<file path="src/rtl/fifo_ctrl_pkg.sv">
// -----------------------------------------------------------------------------
// fifo_ctrl_pkg
// Shared definitions for the UART byte-FIFO sequencing controller.
//   - state_e : controller FSM state encoding (IDLE / LOAD / READ)
//   - grant_e : arbiter grant identifiers (write side / read side)
//   - default sizing for the FIFO depth, counter width and done timeout
//   - other_side() : helper returning the opposite requester
// -----------------------------------------------------------------------------
package fifo_ctrl_pkg;

    localparam int DEPTH_DEF   = 8;
    localparam int CNT_W_DEF   = 4;
    localparam int TIMEOUT_DEF = 15;

    typedef enum logic [1:0] {
        ST_IDLE = 2'd0,
        ST_LOAD = 2'd1,
        ST_READ = 2'd2
    } state_e;

    typedef enum logic {
        GNT_WR = 1'b0,
        GNT_RD = 1'b1
    } grant_e;

    function automatic grant_e other_side(input grant_e g);
        return (g == GNT_WR) ? GNT_RD : GNT_WR;
    endfunction

endpackage

</file>
<file path="src/rtl/fifo_ctrl_arb.sv">
// -----------------------------------------------------------------------------
// fifo_ctrl_arb
// Two-way round-robin arbiter between the write and read requesters.
// Purely combinational; the caller owns and updates last_grant.
//
// Ports:
//   wr_ok      in   write side is eligible this cycle
//   rd_ok      in   read side is eligible this cycle
//   last_grant in   side granted most recently
//   gnt_vld    out  some side is granted
//   gnt        out  which side is granted (meaningful when gnt_vld)
// -----------------------------------------------------------------------------
module fifo_ctrl_arb
    import fifo_ctrl_pkg::*;
(
    input  logic   wr_ok,
    input  logic   rd_ok,
    input  grant_e last_grant,
    output logic   gnt_vld,
    output grant_e gnt
);

    always_comb begin
        gnt_vld = wr_ok | rd_ok;
        gnt     = GNT_WR;
        if (wr_ok && rd_ok) begin
            // Tie: the side that was not served last time wins.
            gnt = other_side(last_grant);
        end else if (rd_ok) begin
            gnt = GNT_RD;
        end else begin
            gnt = GNT_WR;
        end
    end

endmodule

</file>
<file path="src/rtl/fifo_ctrl.sv">
// -----------------------------------------------------------------------------
// fifo_ctrl
// Sequencing controller / arbiter in front of the 8-byte UART byte FIFO.
// A write requester pushes bytes and a read requester pulls bytes; this block
// grants one of them at a time, drives the FIFO load/read strobes, waits for
// the matching done handshake, tracks occupancy and aborts a transaction
// whose done never arrives within TIMEOUT cycles. All outputs are registered.
//
// Optional feature (macro FIFO_CTRL_STATUS_EN): adds sticky overflow /
// underflow status flags and a status_clr input.
//
// Ports:
//   clk_fifo_i       in   clock, rising edge
//   reset            in   synchronous active-high reset
//   wr_req/wr_data   in   write request and byte (held until wr_ack)
//   wr_ack           out  one-cycle pulse: byte accepted
//   rd_req           in   read request (held until rd_valid)
//   rd_data          out  last popped byte
//   rd_valid         out  one-cycle pulse: rd_data updated
//   fifo_load        out  FIFO load strobe
//   fifo_data_in     out  byte presented to FIFO
//   LD_fifo_done     in   FIFO load complete
//   fifo_read        out  FIFO read strobe
//   fifo_data_out    in   byte from FIFO
//   RD_fifo_done     in   FIFO read complete
//   count            out  occupancy 0..DEPTH
//   full / empty     out  count == DEPTH / count == 0
//   timeout_err      out  one-cycle pulse on aborted transaction
//   overflow_sticky  out  (FIFO_CTRL_STATUS_EN) write request seen while full
//   underflow_sticky out  (FIFO_CTRL_STATUS_EN) read request seen while empty
//   status_clr       in   (FIFO_CTRL_STATUS_EN) clears both sticky flags
// -----------------------------------------------------------------------------
module fifo_ctrl
    import fifo_ctrl_pkg::*;
#(
    parameter int DEPTH   = DEPTH_DEF,
    parameter int CNT_W   = CNT_W_DEF,
    parameter int TIMEOUT = TIMEOUT_DEF
) (
    input  logic             clk_fifo_i,
    input  logic             reset,
    input  logic             wr_req,
    input  logic [7:0]       wr_data,
    output logic             wr_ack,
    input  logic             rd_req,
    output logic [7:0]       rd_data,
    output logic             rd_valid,
    output logic             fifo_load,
    output logic [7:0]       fifo_data_in,
    input  logic             LD_fifo_done,
    output logic             fifo_read,
    input  logic [7:0]       fifo_data_out,
    input  logic             RD_fifo_done,
    output logic [CNT_W-1:0] count,
    output logic             full,
    output logic             empty,
    output logic             timeout_err
`ifdef FIFO_CTRL_STATUS_EN
    ,
    output logic             overflow_sticky,
    output logic             underflow_sticky,
    input  logic             status_clr
`endif
);

    localparam int TMR_W = $clog2(TIMEOUT + 1);
    localparam logic [TMR_W-1:0] TMR_LAST = TMR_W'(TIMEOUT - 1);
    localparam logic [CNT_W-1:0] CNT_MAX  = CNT_W'(DEPTH);

    // FSM state and arbitration history
    state_e            state;
    state_e            state_nxt;
    grant_e            last_grant;
    grant_e            last_grant_nxt;
    logic [TMR_W-1:0]  timer;
    logic [TMR_W-1:0]  timer_nxt;

    // Transaction outcome decoded from the current state
    logic              wr_done;
    logic              rd_done;
    logic              abort;

    // Arbitration
    logic              settle;
    logic              wr_ok;
    logic              rd_ok;
    logic              gnt_vld;
    grant_e            gnt;

    // Next values of the registered outputs
    logic              fifo_load_nxt;
    logic              fifo_read_nxt;
    logic [7:0]        fifo_data_in_nxt;
    logic              wr_ack_nxt;
    logic              rd_valid_nxt;
    logic [7:0]        rd_data_nxt;
    logic [CNT_W-1:0]  count_nxt;
    logic              full_nxt;
    logic              empty_nxt;
    logic              timeout_err_nxt;

    // The cycle right after a completion or abort is the requester's chance to
    // see ack/valid and drop (or renew) its request. Granting in that cycle
    // would re-serve a request that was already satisfied, so every IDLE stint
    // lasts at least this one settle cycle.
    assign settle = wr_ack | rd_valid | timeout_err;
    assign wr_ok  = wr_req & ~full  & ~settle;
    assign rd_ok  = rd_req & ~empty & ~settle;

    fifo_ctrl_arb u_arb (
        .wr_ok      (wr_ok),
        .rd_ok      (rd_ok),
        .last_grant (last_grant),
        .gnt_vld    (gnt_vld),
        .gnt        (gnt)
    );

    // -------------------------------------------------------------------------
    // Next-state logic
    // -------------------------------------------------------------------------
    always_comb begin
        state_nxt      = state;
        last_grant_nxt = last_grant;
        wr_done        = 1'b0;
        rd_done        = 1'b0;
        abort          = 1'b0;
        case (state)
            ST_IDLE: begin
                if (gnt_vld) begin
                    state_nxt      = (gnt == GNT_WR) ? ST_LOAD : ST_READ;
                    last_grant_nxt = gnt;
                end
            end
            ST_LOAD: begin
                // RD_fifo_done is deliberately not looked at here.
                if (LD_fifo_done) begin
                    state_nxt = ST_IDLE;
                    wr_done   = 1'b1;
                end else if (timer == TMR_LAST) begin
                    state_nxt = ST_IDLE;
                    abort     = 1'b1;
                end
            end
            ST_READ: begin
                if (RD_fifo_done) begin
                    state_nxt = ST_IDLE;
                    rd_done   = 1'b1;
                end else if (timer == TMR_LAST) begin
                    state_nxt = ST_IDLE;
                    abort     = 1'b1;
                end
            end
            default: begin
                state_nxt = ST_IDLE;
            end
        endcase
    end

    // -------------------------------------------------------------------------
    // Output logic (next values of the registered outputs)
    // -------------------------------------------------------------------------
    always_comb begin
        fifo_load_nxt    = (state_nxt == ST_LOAD);
        fifo_read_nxt    = (state_nxt == ST_READ);
        wr_ack_nxt       = wr_done;
        rd_valid_nxt     = rd_done;
        timeout_err_nxt  = abort;
        fifo_data_in_nxt = fifo_data_in;
        rd_data_nxt      = rd_data;
        count_nxt        = count;

        // Write byte is latched on the granting edge and held through LOAD.
        if (state == ST_IDLE && gnt_vld && gnt == GNT_WR) begin
            fifo_data_in_nxt = wr_data;
        end
        if (rd_done) begin
            rd_data_nxt = fifo_data_out;
        end

        // Eligibility already keeps count in range; the bounds here only
        // make the counter safe on its own.
        if (wr_done && count != CNT_MAX) begin
            count_nxt = count + CNT_W'(1);
        end else if (rd_done && count != '0) begin
            count_nxt = count - CNT_W'(1);
        end
        full_nxt  = (count_nxt == CNT_MAX);
        empty_nxt = (count_nxt == '0);

        // Timer restarts on entry to LOAD/READ and counts while staying there.
        if (state != ST_IDLE && state_nxt == state) begin
            timer_nxt = timer + TMR_W'(1);
        end else begin
            timer_nxt = '0;
        end
    end

    // -------------------------------------------------------------------------
    // State and output registers
    // -------------------------------------------------------------------------
    always_ff @(posedge clk_fifo_i) begin
        if (reset) begin
            state        <= ST_IDLE;
            last_grant   <= GNT_RD;
            timer        <= '0;
            fifo_load    <= 1'b0;
            fifo_read    <= 1'b0;
            fifo_data_in <= '0;
            wr_ack       <= 1'b0;
            rd_valid     <= 1'b0;
            rd_data      <= '0;
            count        <= '0;
            full         <= 1'b0;
            empty        <= 1'b1;
            timeout_err  <= 1'b0;
        end else begin
            state        <= state_nxt;
            last_grant   <= last_grant_nxt;
            timer        <= timer_nxt;
            fifo_load    <= fifo_load_nxt;
            fifo_read    <= fifo_read_nxt;
            fifo_data_in <= fifo_data_in_nxt;
            wr_ack       <= wr_ack_nxt;
            rd_valid     <= rd_valid_nxt;
            rd_data      <= rd_data_nxt;
            count        <= count_nxt;
            full         <= full_nxt;
            empty        <= empty_nxt;
            timeout_err  <= timeout_err_nxt;
        end
    end

`ifdef FIFO_CTRL_STATUS_EN
    // Requests are judged only in a non-settle IDLE cycle, so a requester that
    // is still holding its request while its own ack makes the FIFO full (or
    // its valid makes it empty) does not count as an overflow/underflow.
    logic ovf_set;
    logic unf_set;

    assign ovf_set = (state == ST_IDLE) & ~settle & wr_req & full;
    assign unf_set = (state == ST_IDLE) & ~settle & rd_req & empty;

    always_ff @(posedge clk_fifo_i) begin
        if (reset || status_clr) begin
            overflow_sticky  <= 1'b0;
            underflow_sticky <= 1'b0;
        end else begin
            if (ovf_set) begin
                overflow_sticky <= 1'b1;
            end
            if (unf_set) begin
                underflow_sticky <= 1'b1;
            end
        end
    end
`endif

endmodule

</file>
<file path="config.mk">
export PLATFORM = sky130hd
export DESIGN_NAME = fifo_ctrl
export DESIGN_NICKNAME = d
export VERILOG_FILES = /design/src/rtl/fifo_ctrl_pkg.sv /design/src/rtl/fifo_ctrl_arb.sv /design/src/rtl/fifo_ctrl.sv
export SDC_FILE = /design/constraint.sdc
export NUM_CORES = 1
export LEC_CHECK = 0
export BUFFER_PORTS_ARGS = -buffer_cell sky130_fd_sc_hd__buf_2
export CAP_MARGIN = 0
export CORE_ASPECT_RATIO = 1.25
export CORE_MARGIN = 8
export CORE_UTILIZATION = 45
export CTS_BUF_LIST = sky130_fd_sc_hd__clkbuf_16
export CTS_CLUSTER_DIAMETER = 50
export DETAILED_ROUTE_END_ITERATION = 8
export GPL_TIMING_DRIVEN = 0
export PLACE_DENSITY = 0.69
export RECOVER_POWER = 50
export SLEW_MARGIN = 25
export SYNTH_ARGS = -nofsm -noshare
export SYNTH_HDL_FRONTEND = slang
export SYNTH_SLANG_ARGS = --single-unit
</file>
<file path="constraint.sdc">
create_clock -name clk_fifo_i -period 4.2 [get_ports clk_fifo_i]
set_input_delay 0.63 -clock clk_fifo_i [delete_from_list [all_inputs] [get_ports clk_fifo_i]]
set_output_delay 0.63 -clock clk_fifo_i [all_outputs]
set_load 0.02 [all_outputs]
</file>
==> impl_results.md <==
- Outcome: complete, no violations
- Cell Rows: 23
- CP startpoint kind: register
- Synth warnings: 0
- Setup slack after layout: 2190 ps
- Share of synthesized flip-flops with an asynchronous set or reset: 0%
- CTS Hold Bufs: 0
- Clock sinks: 34
- Vias: 1,307
- TritonCTS buffer count: 5
- Clk Latency, worst-skew pair: 270 ps
- Most frequent cells in the layout: dfxtp_1 (34), clkbuf_1 (32), nand2_1 (22), buf_2 (22), nor2_1 (20)
- Hold Crit Start: rd_data[1]
- Worst-path cell chain: inv_1 -> ha_1 -> and3b_2 -> nor2_2 -> mux2_2 -> o21ai_0 -> nor3_1
- Setup-failing EPs final: 0
- DR vias/cell: 4.97
- H-tree depth: 2
- Ports: 49
- Port bufs: 48
- Fin Setup TNS: 0 ps
- Nets: 255
- RSZ-0062 raised after global routing: false
- IR drop worst, VDD: 0.344 mV
- Max-capacitance violation count: 0
- Starting Density: 47.2%
- Drt total wl: 3500 µm
- Design Area, Final: 1890 µm²
- Dpl hpwl: 2660 µm
- Largest fanout on the critical path: 8
- Core box area: 3190 µm²
- Netlist cell types: 37
- Max transition margin: 58.7%
- Min-delay worst type: register to register
- CTS Buffer Depth: 2
- CTS tree: yes
- Worst-case reg-to-reg path depth: 7
- WP buf/inv: 1
- Grt ovf: 0
- First-pass GRT wire length: 5600 µm
- Ys flop type: dfxtp_1
- Final Max Slew Viols: 0
- Initial antenna violation count: 0
- Post-synth EDFFs: 0
- Leakage power: 0.787 nW
- Placer Congestion: 0.746
- Hold-critical path depth: 2
- Fin crit period: 2010 ps
- R2R setup slack: 2190 ps
- CP Data Arrival Time: 2150 ps
- Fillcell total: 306
- Setup crit end kind: register
- WS Path Type: register to register
- Area Growth Syn to Fin: 25.6%
- DR iter-0 viols: 37
- Drt drc: 0
- Number of inserted diodes: 0
- DR pass1 iterations: 4
- Post-place instance area: 1790 µm²
- WHS: 452 ps
- Capturing point of the worst reg2reg path: full
- Tcrit/Tclk final: 47.9%
- Vias in the first global route: 1,197
- Pwr Density: 429 nW/µm²
- Worst Hold End: rd_data[1]
- Routed Antenna Nets: 0
- Setup WS pre-CTS: 2190 ps
- Post-synthesis register bit count: 34
- Fmax: 497 MHz
- Clock Skew: 1.76 ps
- DR WL/cell: 13.3 µm
- Cell count after synthesis: 170
- Critical Path RT: 4340 ps
- Pin count of the biggest net entering global routing: 11
- Register area share after synthesis: 45.1%
- Die X: 67.8 µm
- Hold Vio Cnt, Final: 0
- Full die area: 5470 µm²
- CP top delay family: simple AND/OR/NAND/NOR gates
- Net count after synthesis: 200
- Post-CTS setup buffers: 0
- Total GRT Usage: 13.3%
- Clock Pin Slew Worst Setup and Hold Paths: 50 ps
- Pwr Total: 813 µW
- FF-to-FF Start: count[0]
- Critical Path Max Stage Delay: 470 ps
- CTS-repair resized insts: 0
- Die Ht: 80.7 µm
- Share of layout cells above drive strength 1: 14.6%
- Mean Syn Cell Area: 8.87 µm²
- Post-synthesis instance area: 1510 µm²
- Worst slew pin tran: 619 ps
- CP max-delay cell: dfxtp_1
- Most common cell after layout, fill and taps aside: dfxtp_1
- CTS root buffer: clkbuf_16
==> power breakdown <==
part	internal [mW]	total, mW	leakage, nW	switching, mW
clock network	0.214	0.339	0.0724	0.125
registers	0.340	0.352	0.276	0.0118
logic	0.0486	0.123	0.438	0.0743
total	0.602	0.813	0.787	0.211
==> cell families (layout without fill, tap and decap cells) <==
family,after synthesis,after routing,share of synthesized area (%)
mux,10,10,6.72
compound gates,28,28,12.5
simple gates,72,72,22.5
flops,34,34,45.1
fa+ha+maj,8,8,6.64
buf+inv,13,69,3.57
xor+xnor,5,5,2.91
==> how the worst max path moves through the flow <==
| stage | cells after the start | start | end |
|---|---|---|---|
| final | 7 | count[0] | full |
| after global routing | 7 | state[1] | fifo_read |
| after CTS | 7 | count[0] | full |
| after detailed placement | 7 | count[0] | full |
| after global placement | 7 | count[0] | full |
| after floorplan | 7 | count[0] | empty |
==> Yosys cell counts, drive strengths merged, types with 3 or more instances <==
cell type	instances	share of area, %
nand3	5	1.7
nor2b	3	1.2
and2	3	1.2
a21oi	13	4.6
nor3	6	2.0
o21ai	5	1.7
inv	7	1.7
nand2	22	5.5
clkbuf	3	0.75
ha	8	6.6
mux2i	9	6.0
nand2b	4	1.7
xnor2	3	1.7
dfxtp	34	45
nor2	21	5.4
buf	3	1.1
==> stage by stage <==
step                utilization, %  cells
finish                        59.3    263
global route                  59.3    263
CTS                           60.5    263
detailed placement            56.2    255
global placement              56.2    255
floorplan                        -    170
==> layer usage <==
layer / up-vias / GRT usage, % / wire length (µm)
li1: 687 / - / -
met1: 589 / 15.1 / 1530
met2: 26 / 22.3 / 1800
met3: 5 / 5.15 / 128
met4: 0 / 4.31 / 39
met5: - / 0 / 0
==> state kept, by name (all words and copies together) (netlist names) <==
signal and count:
state 2, fifo_load 1, count 4, fifo_read 1, fifo_data_in 8, last_grant 1, empty 1, full 1
timer 4, rd_data 8, wr_ack 1, rd_valid 1, timeout_err 1
==> worst register-to-register path: stages, from the launching register on <==
cell,delay (ps)
dfxtp_1,470
inv_1,100
ha_1,260
and3b_2,240
nor2_2,170
mux2_2,360
o21ai_0,220
nor3_1,70
==> cell type report <==
type	count	area, µm²	share of cell area [%]
Buffer	6	23.8	1.25
Multi-Input combinational cell	123	773	40.8
Clock inverter	3	12.5	0.661
Clock buffer	5	125	6.61
Inverter	7	26.3	1.39
Tap cell	37	46.3	2.44
Sequential cell	34	681	35.9
Timing Repair Buffer	48	206	10.9
Note: power is estimated with default switching activity, not from simulation.
